<file path="config.mk">
export PLATFORM = sky130hd
export DESIGN_NAME = branch_resolve_queue
export DESIGN_NICKNAME = d
export VERILOG_FILES = /design/src/rtl/branch_resolve_queue.sv
export SDC_FILE = /design/constraint.sdc
export NUM_CORES = 1
export LEC_CHECK = 0
export CAP_MARGIN = 15
export CORE_ASPECT_RATIO = 1.2
export CORE_UTILIZATION = 35
export DETAILED_ROUTE_END_ITERATION = 8
export PLACE_DENSITY = 0.55
export SLEW_MARGIN = 20
export SYNTH_ARGS = -nofsm -noshare
export SYNTH_HDL_FRONTEND = slang
export SYNTH_SLANG_ARGS = --single-unit
</file>
<file path="constraint.sdc">
create_clock -name i_clk -period 14.8 [get_ports i_clk]
set_input_delay 2.96 -clock i_clk [delete_from_list [all_inputs] [get_ports i_clk]]
set_output_delay 2.96 -clock i_clk [all_outputs]
set_load 0.005 [all_outputs]
</file>
<file path="src/rtl/branch_resolve_queue.sv">
// branch_resolve_queue: in-order queue of fetched branch predictions, resolved oldest-first
// into predictor/BTB update bundles plus mispredict flush and redirect.
module branch_resolve_queue #(
    parameter int DEPTH = 8,
    parameter int PTR_W = $clog2(DEPTH)
) (
    input  logic             i_clk,
    input  logic             i_rst,
    input  logic             i_push_valid,
    input  logic [31:0]      i_push_pc,
    input  logic             i_push_prd_taken,
    input  logic [31:0]      i_push_prd_target,
    output logic             o_full,
    input  logic             i_res_valid,
    input  logic             i_res_taken,
    input  logic [31:0]      i_res_target,
    output logic             o_br_update_en,
    output logic             o_br_update_valid,
    output logic             o_br_update_taken,
    output logic [31:0]      o_br_update_pc,
    output logic [31:0]      o_br_update_target,
    output logic             o_flush,
    output logic [31:0]      o_redirect_pc,
    output logic [PTR_W:0]   o_count,
    output logic [1:0]       o_err
);
    localparam logic [0:0] ST_RUN   = 1'b0;
    localparam logic [0:0] ST_FLUSH = 1'b1;
    localparam logic [PTR_W:0] L_FULL = (PTR_W+1)'(DEPTH);

    logic [31:0]      r_pc  [DEPTH];
    logic             r_pt  [DEPTH];
    logic [31:0]      r_tgt [DEPTH];
    logic [PTR_W-1:0] r_wr_ptr;
    logic [PTR_W-1:0] r_rd_ptr;
    logic [PTR_W:0]   r_count;
    logic [0:0]       r_state;
    logic             r_upd_en;
    logic             r_upd_taken;
    logic [31:0]      r_upd_pc;
    logic [31:0]      r_upd_target;
    logic             r_flush;
    logic [31:0]      r_redirect;
    logic [1:0]       r_err;

    logic        w_run;
    logic        w_full;
    logic        w_empty;
    logic        w_res_acc;
    logic        w_mispred;
    logic        w_push_acc;
    logic        w_overflow;
    logic        w_underflow;
    logic [31:0] w_head_pc;
    logic        w_head_pt;
    logic [31:0] w_head_tgt;

    assign w_run       = (r_state == ST_RUN);
    assign w_full      = (r_count == L_FULL);
    assign w_empty     = (r_count == '0);
    assign w_head_pc   = r_pc[r_rd_ptr];
    assign w_head_pt   = r_pt[r_rd_ptr];
    assign w_head_tgt  = r_tgt[r_rd_ptr];
    assign w_res_acc   = i_res_valid & w_run & ~w_empty;
    assign w_mispred   = (w_head_pt != i_res_taken) | (i_res_taken & w_head_pt & (w_head_tgt != i_res_target));
    // A pop in the same cycle frees a slot, but a mispredicting pop squashes the younger push.
    assign w_push_acc  = i_push_valid & w_run & ~(w_res_acc & w_mispred) & (~w_full | w_res_acc);
    assign w_overflow  = i_push_valid & w_run & w_full & ~w_res_acc;
    assign w_underflow = i_res_valid & w_run & w_empty;

    always_ff @(posedge i_clk) begin
        if (w_push_acc) begin
            r_pc[r_wr_ptr]  <= i_push_pc;
            r_pt[r_wr_ptr]  <= i_push_prd_taken;
            r_tgt[r_wr_ptr] <= i_push_prd_target;
        end
    end

    always_ff @(posedge i_clk) begin
        if (i_rst) begin
            r_wr_ptr <= '0;
            r_rd_ptr <= '0;
            r_count  <= '0;
            r_state  <= ST_RUN;
        end else if (w_res_acc && w_mispred) begin
            r_wr_ptr <= '0;
            r_rd_ptr <= '0;
            r_count  <= '0;
            r_state  <= ST_FLUSH;
        end else begin
            r_wr_ptr <= w_push_acc ? r_wr_ptr + PTR_W'(1) : r_wr_ptr;
            r_rd_ptr <= w_res_acc ? r_rd_ptr + PTR_W'(1) : r_rd_ptr;
            r_count  <= r_count + (PTR_W+1)'(w_push_acc) - (PTR_W+1)'(w_res_acc);
            r_state  <= ST_RUN;
        end
    end

    always_ff @(posedge i_clk) begin
        if (i_rst) begin
            r_upd_en     <= 1'b0;
            r_upd_taken  <= 1'b0;
            r_upd_pc     <= '0;
            r_upd_target <= '0;
            r_flush      <= 1'b0;
            r_redirect   <= '0;
            r_err        <= '0;
        end else begin
            r_upd_en <= w_res_acc;
            r_flush  <= w_res_acc & w_mispred;
            r_err    <= r_err | {w_underflow, w_overflow};
            if (w_res_acc) begin
                r_upd_taken  <= i_res_taken;
                r_upd_pc     <= w_head_pc;
                r_upd_target <= i_res_target;
            end
            if (w_res_acc && w_mispred)
                r_redirect <= i_res_taken ? i_res_target : w_head_pc + 32'd4;
        end
    end

    assign o_full             = w_full;
    assign o_count            = r_count;
    assign o_br_update_en     = r_upd_en;
    assign o_br_update_valid  = r_upd_en;
    assign o_br_update_taken  = r_upd_taken;
    assign o_br_update_pc     = r_upd_pc;
    assign o_br_update_target = r_upd_target;
    assign o_flush            = r_flush;
    assign o_redirect_pc      = r_redirect;
    assign o_err              = r_err;
endmodule

</file>
== Word-level counts from Yosys, hierarchy flattened ==
Memories as Yosys holds them, arrays and structs flattened. A register that Yosys moved wholly into a read port is not among the register bits.
Cells that the tools add are included.
Widths: inputs -> output; s select.

* Register bits: 112
* Logic and storage cells: 54
* ROM bits: 0
* Output and inout port bits: 107
* Input port bits: 102
* Memories kept: 3
* Latch bits: 0
* Bits in writable memories: 520

{| class="wikitable"
|+ Memory list
! name !! words !! width !! read ports !! clocked after Yosys merged registers in !! wr ports !! RTL line !! RTL
|-
| r_pc || 8 || 32 || 1 || 1 || 1 || 31 || <nowiki>logic [31:0] r_pc [DEPTH];</nowiki>
|-
| r_tgt || 8 || 32 || 1 || 1 || 1 || 33 || <nowiki>logic [31:0] r_tgt [DEPTH];</nowiki>
|-
| r_pt || 8 || 1 || 1 || 1 || 1 || 32 || <nowiki>logic r_pt [DEPTH];</nowiki>
|}

* Div/mod/pow operators: 0
* Eq/ne operators: 3
* Add/subtract/negate cells: 5
* Shifts and indexed selects: 0
* Order comparisons: 0
* Mux-type cells: 10
* Reduce and logical (&&, ||, !) cells: 3
* Bitwise operators: 19
* $mul: 0

{| class="wikitable"
|+ Operators with widths
! operator !! count
|-
| $add 32x3->32 const B || 1
|-
| $mux 32 || 1
|-
| $ne 32x32->1 || 1
|-
| $mux 3 || 6
|-
| $and 1x1->1 || 11
|-
| $add 3x1->3 const B || 2
|-
| $not 1->1 || 5
|-
| $add 4x1->4 || 1
|-
| $eq 4x4->1 const B || 1
|-
| $logic_not 4->1 || 1
|-
| $sub 4x1->4 || 1
|-
| $mux 1 || 3
|-
| $or 1x1->1 || 2
|-
| $or 2x2->2 || 1
|-
| $reduce_or 2->1 || 1
|-
| $logic_and 1x1->1 || 1
|-
| $ne 1x1->1 || 1
|}

== Longest topological paths before layout ==
Gate-level depths: netlist of the first run.

* Word-level depth: 9
* Mapped depth: 18

== Worst setup path after synthesis of the first run ==
OpenSTA, ideal clock, no wires.

* Path type: in2reg
* Start: in i_res_target[25]
* End: mem r_pc[2][0] (enable)
* Stages: 6
* Path buffers: 0
* Path slack: 3.102 ns
* Data arrival time: 11.027 ns
* Cell sequence: xnor2_1 > nand4_1 > or4_1 > nor4_1 > o21ai_2 > nor4b_1

* Cells in the longest elaborated chain, start to end: 9

{| class="wikitable"
|+ RTL lines
! what !! RTL line !! RTL
|-
| start: declaration || 16 || <nowiki>input logic [31:0] i_res_target,</nowiki>
|-
| $ne 32x32->1 || 65 || <nowiki>assign w_mispred = (w_head_pt != i_res_taken) | (i_res_taken & w_head_pt & (w_head_tgt != i_res_target));</nowiki>
|-
| $and 1x1->1 || 65 ||
|-
| $or 1x1->1 || 65 ||
|-
| $and 1x1->1 || 67 || <nowiki>assign w_push_acc = i_push_valid & w_run & ~(w_res_acc & w_mispred) & (~w_full | w_res_acc);</nowiki>
|-
| $not 1->1 || 67 ||
|-
| $and 1x1->1 (2 in a row) || 67 ||
|-
| $mux 1 || 72 || <nowiki>if (w_push_acc) begin</nowiki>
|-
| $mux 1 (implied by the code) || 73 || <nowiki>r_pc[r_wr_ptr] <= i_push_pc;</nowiki>
|-
| end: declaration || 31 ||
|}

No other way between the ends.

== Final worst setup path of the first run ==
* Start: in i_res_target[21]
* End: mem r_pc[5][4] (enable)

The elaborated chain is that of the path after synthesis.

==> results.ini, run 1 <==
[setup_path]
cp-start-kind=input port
rrSetupSlack_ps=8590
reg2reg_depth=10
crit_type=input port to flip-flop
worstPathRequired_ps=15020
crit_fanout=48
reg2reg_to=r_pc[5][4]
end_kind=flip-flop
arrival_ps=7060

[cts]
clk_pin_slew_ps=60
cts_buffers=67
cts.path.max_buffers=3
cts-htree-levels=3
clock_sinks=634
insertion_delay_ps=600
cts_setup_buffers=0
ctsResizeCount=0
root_buffer=clkbuf_16
cts_tree=built
ctsHoldBuffers=0

[die]
die_height_um=294
core_area_um2=69900
start_util_pct=35.5
rows=106
io_pins=209
die_area_um2=71900
dieWidth_um=245

[final_layout]
area_growth_pct=21.5
most-common-layout-cells=520 x edfxtp_1, 206 x clkdlybuf4s50_1, 136 x nand2_1
final_common_cell=edfxtp_1
drive_above_1_share_pct=16.0
nNetsFinal=1770

[routing]
drcViolationCount=0
viasPerCell=5.18
postRouteAntennaNets=0
wl_um=66600
num_vias=13600
drt_iter0_drc=1059
wl_per_cell_um=25.4
firstDrtPassIters=5

[min_path]
min_from=o_br_update_taken
holdPathStages=2
hp-class=flip-flop to flip-flop
whs_endpoint=o_br_update_taken

[place]
hpwlAfterDp_um=43200
portBuffers=208
pre_cts_ws_ps=7550
place.gp.congestion=0.798

[global_route]
antenna_found_initial=6
grt_usage_pct=18.7
grt_pass1_wl_um=96300
grt-ovfl-total=0
grt_max_degree=113
grt_pass1_vias=13800

[timing]
worst_pin_slew_ps=1300
fin_crit_sh_pct=46.2
fin_crit_ps=6840
finalSetupViolCount=0
rsz0062_at_grt=no
fin_worst_skew_ps=19.3
slew_headroom_pct=12.4
fin_setup_tns_ps=0
max_freq_mhz=146
slew_violations=0
hold_viol_final=0
fin_ws_ps=7960

[logic_synthesis]
synth-seq-area-share_pct=72.2
syn_area_um2=24800
synth_fp_nets=1542
ys_warn_count=0
synth_area_leaders=edfxtp_1 63%, mux4_2 9.6%, dfxtp_1 9.2%, mux2i_1 3.6%, nand2_1 2.1%
synthDominantCellAreaShare_pct=63.0
synth_cell_types=52
syn_avg_cell_area_um2=17.3
synth_edf_count=520
async_flop_share_pct=0
syn_inst=1430
ys.flop_type=edfxtp_1
yosysTopAreaCell=edfxtp_1
synth-seq-cells=634

[pwr]
power_density_nw_per_um2=178
leakage_uw=0.00977
irDropWorstVdd_mv=0.141

[flow_run]
drv_cap=0

[status]
status=completed

[sequential cells by signal, summed over array words and instances (netlist names), named ones only]
register / flops
r_wr_ptr: 3
r_pt: 8
r_state: 1
o_br_update_target: 32
o_br_update_en: 1
o_err: 2
o_br_update_pc: 32
o_br_update_taken: 1
r_pc: 256
r_tgt: 256
o_redirect_pc: 32
r_rd_ptr: 3
o_count: 4
[area by class of cell]
class                   count  area (um^2)
repair buffers            239         2320
clock inverters            25          258
flip-flops and latches    634        17900
fillers                  6140        39800
inverters                   7         26.3
well taps                 918         1150
diodes                      1         2.50
multi-input cells         709         6500
clock buffers              94         1980
[synth_stat cells, types with 3 or more instances]
cell and instances:
a211oi_1 28, a21oi_1 36, a221oi_1 7, a22o_1 34, a22oi_1 8, a31oi_1 3
and2_1 10, and3_1 3, buf_1 6, buf_2 19, buf_4 16, buf_6 7
clkbuf_1 32, dfxtp_1 114, edfxtp_1 520, ha_1 9, inv_1 6, mux2_2 16
mux2i_1 89, mux4_2 106, nand2_1 137, nand3_1 7, nand3b_1 3, nand4_1 7
nor2_1 52, nor2b_1 5, nor3_1 11, nor4_1 12, nor4b_1 4, o21ai_0 33
o22ai_1 5, or4_1 3, xnor2_1 30, xor2_1 32
[cell families after synthesis]
group | synth area share (%)
muxes | 13.9
DFF | 72.2
buffers and inverters | 1.87
xor gates and xnor gates | 2.19
adders and majority gates | 0.535
AOI/OAI and AO/OA | 4.56
and+or+nand+nor | 4.71
[stage by stage]
step / cell area, um^2 / hold slack (ps) / std cells / utilization, % / total power (uW)
after floorplan: 24800 / 451 / 1430 / - / 3150
after global placement: 27900 / 440 / 2507 / 39.9 / 3730
after detailed placement: 27900 / 446 / 2507 / 39.9 / 3750
after CTS: 30100 / 455 / 2626 / 43.1 / 5450
after global routing: 30100 / 478 / 2627 / 43.1 / 5610
final: 30100 / 451 / 2627 / 43.1 / 5370
[routing by layer]
layer	GRT usage, %	wire, um
met4	5.76	1310
met5	0	27
met1	25.1	29100
met3	3.77	4040
met2	30.3	32200
[worst max-delay path by stage]
| stage | startpoint | endpoint | slack, ps | depth (start not counted) |
|---|---|---|---|---|
| floorplan | i_res_target[25] | r_pc[2][0] | 3100 | 6 |
| global placement | i_res_target[21] | r_pc[5][28] | 7610 | 8 |
| detailed placement | i_res_target[21] | r_pc[5][25] | 7550 | 8 |
| CTS | i_res_target[21] | r_tgt[5][16] | 8190 | 8 |
| global route | i_res_target[21] | r_pc[5][4] | 7880 | 8 |
| finish | i_res_target[21] | r_pc[5][4] | 7960 | 8 |
[where the power goes]
group	internal, uW	switching, uW
Combinational	633	783
Sequential	2150	109
Clock	1020	679
Total	3800	1570
[worst max-delay path, stage by stage]
cell,delay [ps]
clkdlybuf4s50_1,450
xor2_1,180
nor4_1,1100
nand4_1,400
nor4_1,550
o21ai_2,300
nor4b_2,330
buf_4,690
Note: power is estimated with default switching activity, not from simulation.
==> run 2: changes to the inputs <==
PLACE_DENSITY = 0.57   (was 0.55)
clock period = 6.1 ns   (was 14.8 ns; I/O delays follow)
==> results.ini, run 2 (same netlist as run 1, synthesis figures left out) <==
[status]
status=completed  ; unchanged

[cts]
root_buffer=clkbuf_16  ; unchanged
cts.path.max_buffers=3  ; unchanged
clk_pin_slew_ps=60  ; about the same
ctsHoldBuffers=0  ; unchanged
cts_setup_buffers=0  ; unchanged
clock_sinks=634  ; unchanged
cts_buffers=67  ; unchanged
insertion_delay_ps=610  ; was 600 ps
ctsResizeCount=0  ; unchanged
cts_tree=built  ; unchanged
cts-htree-levels=3  ; unchanged

[timing]
max_freq_mhz=211
rsz0062_at_grt=no  ; unchanged
fin_setup_tns_ps=0  ; unchanged
fin_crit_ps=4730
worst_hold_slack_ps=455  ; was 451 ps
fin_ws_ps=1370  ; was 7960 ps
fin_worst_skew_ps=27.3  ; was 19.3 ps
worst_pin_slew_ps=1040  ; was 1300 ps
finalSetupViolCount=0  ; unchanged
slew_violations=0  ; unchanged
fin_crit_sh_pct=77.6
slew_headroom_pct=31.0  ; was 12.4%
hold_viol_final=0  ; unchanged

[global_route]
grt_pass1_vias=14000  ; was 13,800
antenna_found_initial=3  ; was 6
grt_pass1_wl_um=96800  ; was 96,300 um
grt-ovfl-total=0  ; unchanged
grt_max_degree=72  ; was 113
grt_usage_pct=18.7  ; about the same

[final_layout]
n_fill_cell=6047  ; was 6,140
instances_no_fill=2649  ; was 2,627
final_common_cell=edfxtp_1  ; unchanged
drive_above_1_share_pct=17.0  ; was 16.0%
most-common-layout-cells=520 x edfxtp_1, 206 x clkdlybuf4s50_1, 136 x nand2_1  ; unchanged
area_growth_pct=23.5  ; was 21.5%
largestRegisters=r_pc: 256 flops, r_tgt: 256 flops  ; unchanged
nNetsFinal=1791  ; was 1,770
diodes=0  ; was 1

[pwr]
irDropWorstVdd_mv=0.278  ; was 0.141 mV
leakage_uw=0.00996  ; was 0.00977 uW
finalPower_uw=13300  ; was 5370 uW
power_density_nw_per_um2=433  ; was 178 nW/um^2

[place]
portBuffers=208  ; unchanged
dp.cells=2528  ; was 2,507
pre_cts_ws_ps=1250  ; was 7550 ps
hpwlAfterDp_um=43400  ; was 43,200 um
place.gp.congestion=0.769  ; was 0.798

[die]
start_util_pct=35.5  ; unchanged
die_height_um=294  ; unchanged
core_area_um2=69900  ; unchanged
io_pins=209  ; unchanged
die_area_um2=71900  ; unchanged
dieWidth_um=245  ; unchanged
rows=106  ; unchanged

[setup_path]
arrival_ps=4990  ; was 7060 ps
crit_fanout=48  ; unchanged
worstPathRequired_ps=6350  ; was 15,020 ps
end_kind=flip-flop  ; unchanged
crit_type=flip-flop to flip-flop  ; was input port to flip-flop
cp-start-kind=flip-flop  ; was input port

[routing]
drcViolationCount=0  ; unchanged
num_vias=13700  ; was 13,600
wl_um=66900  ; was 66,600 um
drt_iter0_drc=1181  ; was 1,059
viasPerCell=5.16  ; was 5.18
wl_met2_um=32500  ; was 32,200 um
wl_per_cell_um=25.3  ; was 25.4 um
m1WireLength_um=29700  ; was 29,100 um
firstDrtPassIters=5  ; unchanged
met3_length_um=3370  ; was 4040 um
postRouteAntennaNets=0  ; unchanged
top_layer=met5  ; unchanged

[min_path]
hp-class=flip-flop to flip-flop  ; unchanged

[flow_run]
drv_cap=0  ; unchanged

==> run 2: cell count changes in the layout (fill, tap and decap cells not counted), sizes merged, moves of 5 or more <==
cell	before	now
buf	33	54
clkinv	16	22
bufinv	5	10
clkbuf	94	85
==> run 2: through the flow <==
stage                     util (%)  cell area [um^2]
after detailed placement      40.5             28300
final                         43.8             30600
after global placement        40.5             28300
after floorplan                  -             24800
after global routing          43.8             30600
after CTS                     43.8             30600
==> run 2: final cells by class <==
type                            instances  area, um^2  share of cell area (%)
Sequential cell                       634       17900                    58.5
Tap cell                              918        1150                    3.75
Multi-Input combinational cell        709        6550                    21.4
Inverter                                7        26.3                  0.0858
Clock buffer                           85        1880                    6.15
Clock inverter                         36         432                    1.41
Timing Repair Buffer                  260        2660                    8.70
==> run 2: where the power goes <==
group	total [uW]	internal, uW	switching, uW
Clock	4270	2610	1660
Combinational	3480	1610	1870
Sequential	5510	5210	298
Total	13300	9430	3830
==> run 2: critical path: stages (launching register included) <==
cell	delay (ps)
dfxtp_4	600
buf_12	310
nor2b_1	490
a221oi_1	220
buf_4	190
xnor2_1	260
nand4_1	130
or4_1	670
nor4_1	390
o21ai_2	80
buf_4	240
nor4b_4	350
buf_12	360
==> run 2: final timing paths <==
check	startpoint	to	slack, ps	depth (start not counted)
min reg2reg	o_br_update_target[8]	o_br_update_target[8]	460	2
max	flip-flop	r_tgt[2][28]	1370	12
min	o_br_update_target[8]	o_br_update_target[8]	460	2
max reg2reg	flip-flop	r_tgt[2][28]	1370	12
==> run 2: layer usage <==
metal  vias up  track usage [%]
li1       6106                -
met1      7100             25.3
met2       376             30.6
met3        69             3.25
met4         6             5.75
met5         -                0
==> run 3: changes to the inputs <==
PLACE_DENSITY = 0.55   (was 0.57)
clock period = 4.7 ns   (was 6.1 ns; I/O delays follow)
==> results.ini, run 3 (same netlist as run 1, synthesis figures left out) <==
[timing]
finalSetupViolCount=0  ; unchanged
fin_setup_tns_ps=0  ; unchanged
slew_headroom_pct=34.5  ; was 31.0%
slew_violations=0  ; unchanged
fin_crit_sh_pct=94.1  ; was 77.6%
hold_viol_final=0  ; unchanged
max_freq_mhz=226  ; was 211 MHz
fin_crit_ps=4420  ; was 4730 ps
worst_pin_slew_ps=983  ; was 1040 ps
rsz0062_at_grt=no  ; unchanged
fin_worst_skew_ps=24.2  ; was 27.3 ps

[setup_path]
rrSetupSlack_ps=280  ; was 1370 ps
end_kind=flip-flop  ; unchanged
worstPathRequired_ps=4970  ; was 6350 ps
reg2reg_depth=11  ; was 12
crit_type=flip-flop to flip-flop  ; unchanged
arrival_ps=4700  ; was 4990 ps
cp-start-kind=flip-flop  ; unchanged
reg2reg_to=r_pc[2][21]  ; was r_tgt[2][28]
crit_fanout=28  ; was 48

[final_layout]
design_area_um2=30800  ; was 30,600 um^2
instances_no_fill=2671  ; was 2,649
area_growth_pct=24.4  ; was 23.5%
drive_above_1_share_pct=18.5  ; was 17.0%
most-common-layout-cells=520 x edfxtp_1, 206 x clkdlybuf4s50_1, 136 x nand2_1  ; unchanged
nNetsFinal=1817  ; was 1,791
diodes=0  ; unchanged
largestRegisters=r_pc: 256 flops, r_tgt: 256 flops  ; unchanged
final_common_cell=edfxtp_1  ; unchanged

[cts]
cts_tree=built  ; unchanged
cts_buffers=66  ; was 67
clk_pin_slew_ps=60  ; about the same
cts.path.max_buffers=3  ; unchanged
clock_sinks=634  ; unchanged
ctsHoldBuffers=0  ; unchanged
insertion_delay_ps=600  ; was 610 ps
cts-htree-levels=3  ; unchanged
root_buffer=clkbuf_16  ; unchanged

[place]
place.gp.congestion=0.775  ; was 0.769
dpl_cell_area_um2=28600  ; was 28,300 um^2
hpwlAfterDp_um=44800  ; was 43,400 um
portBuffers=208  ; unchanged
dp.cells=2555  ; was 2,528

[global_route]
grt_usage_pct=18.6  ; was 18.7%
grt_pass1_wl_um=96200  ; was 96,800 um
grt_pass1_vias=14000  ; about the same
grt_max_degree=74  ; was 72
grt-ovfl-total=0  ; unchanged
antenna_found_initial=1  ; was 3

[routing]
postRouteAntennaNets=0  ; unchanged
drcViolationCount=0  ; unchanged
wl_um=66600  ; was 66,900 um
drt_iter0_drc=1162  ; was 1,181
firstDrtPassIters=5  ; unchanged
wl_per_cell_um=24.9  ; was 25.3 um
viasPerCell=5.10  ; was 5.16
num_vias=13600  ; was 13,700

[die]
rows=106  ; unchanged
core_area_um2=69900  ; unchanged
dieWidth_um=245  ; unchanged
start_util_pct=35.5  ; unchanged
io_pins=209  ; unchanged
die_area_um2=71900  ; unchanged
die_height_um=294  ; unchanged

[pwr]
leakage_uw=0.0101  ; was 0.00996 uW
power_density_nw_per_um2=555  ; was 433 nW/um^2
irDropWorstVdd_mv=0.362  ; was 0.278 mV

[min_path]
holdPathStages=2  ; unchanged
whs_endpoint=o_br_update_target[28]  ; was o_br_update_target[8]
hp-class=flip-flop to flip-flop  ; unchanged
min_from=o_br_update_target[28]  ; was o_br_update_target[8]

[status]
status=completed  ; unchanged

[flow_run]
drv_cap=0  ; unchanged

run 3: cell count changes in the layout (fill, tap and decap cells not counted), sizes merged:
| cell | change |
|---|---|
| buf | +27 |
| clkinv | -16 |
| clkbuf | +15 |
| bufinv | -6 |
| clkinvlp | +2 |
run 3: area by class of cell:
type | count | area [um^2]
fillers | 5996 | 39100
flip-flops and latches | 634 | 17900
multi-input cells | 709 | 6600
repair buffers | 287 | 2940
clock buffers | 100 | 2010
well taps | 918 | 1150
clock inverters | 16 | 198
inverters | 7 | 26.3
run 3: critical path, stage by stage (launching register included):
cell and delay [ps]:
dfxtp_2 820, nor2b_1 510, a22o_1 240, a221oi_1 70, xnor2_1 280, nand4_1 120, or4_4 610, nor4_4 380
o21ai_4 240, nor4b_4 390, buf_4 190, buf_12 200
run 3: through the flow:
stage / power [uW] / worst slack, ps / hold slack [ps] / utilization (%)
floorplan: 9950 / -585 / 451 / -
global placement: 11900 / 143 / 442 / 40.9
detailed placement: 12000 / 140 / 447 / 40.9
CTS: 17300 / 160 / 455 / 44.1
global route: 17800 / 62.6 / 470 / 44.1
finish: 17100 / 277 / 453 / 44.1
run 3: report_power, final:
group          leakage [uW]  internal [uW]  total [uW]  switching [uW]
combinational       0.00336           2200        4720            2520
sequential          0.00564           6760        7070             308
clock               0.00107           3180        5310            2130
total                0.0101          12100       17100            4960
run 3: worst max-delay path by stage:
stage,depth (start not counted),startpoint,slack [ps],endpoint
2_1_floorplan,10,flip-flop,-590,r_pc[2][0]
3_3_place_gp,9,i_res_target[24],140,r_pc[2][9]
3_5_place_dp,9,i_res_target[24],140,r_pc[2][22]
4_1_cts,12,flip-flop,160,r_pc[2][20]
5_1_grt,11,flip-flop,60,r_pc[2][21]
6_report,11,flip-flop,280,r_pc[2][21]
run 3: metal layers:
metal | wire length [um] | track usage [%] | up-vias
met3 | 3350 | 3.05 | 70
met4 | 1350 | 5.58 | 2
met2 | 32500 | 30.6 | 367
met1 | 29400 | 25.3 | 7032
met5 | 13 | 0 | -
li1 | - | - | 6152
run 3: what timing repair did:
action,4_1_cts,5_1_grt
setup buffers,0,0
resized for setup,0,1
setup endpoints to repair,0,7
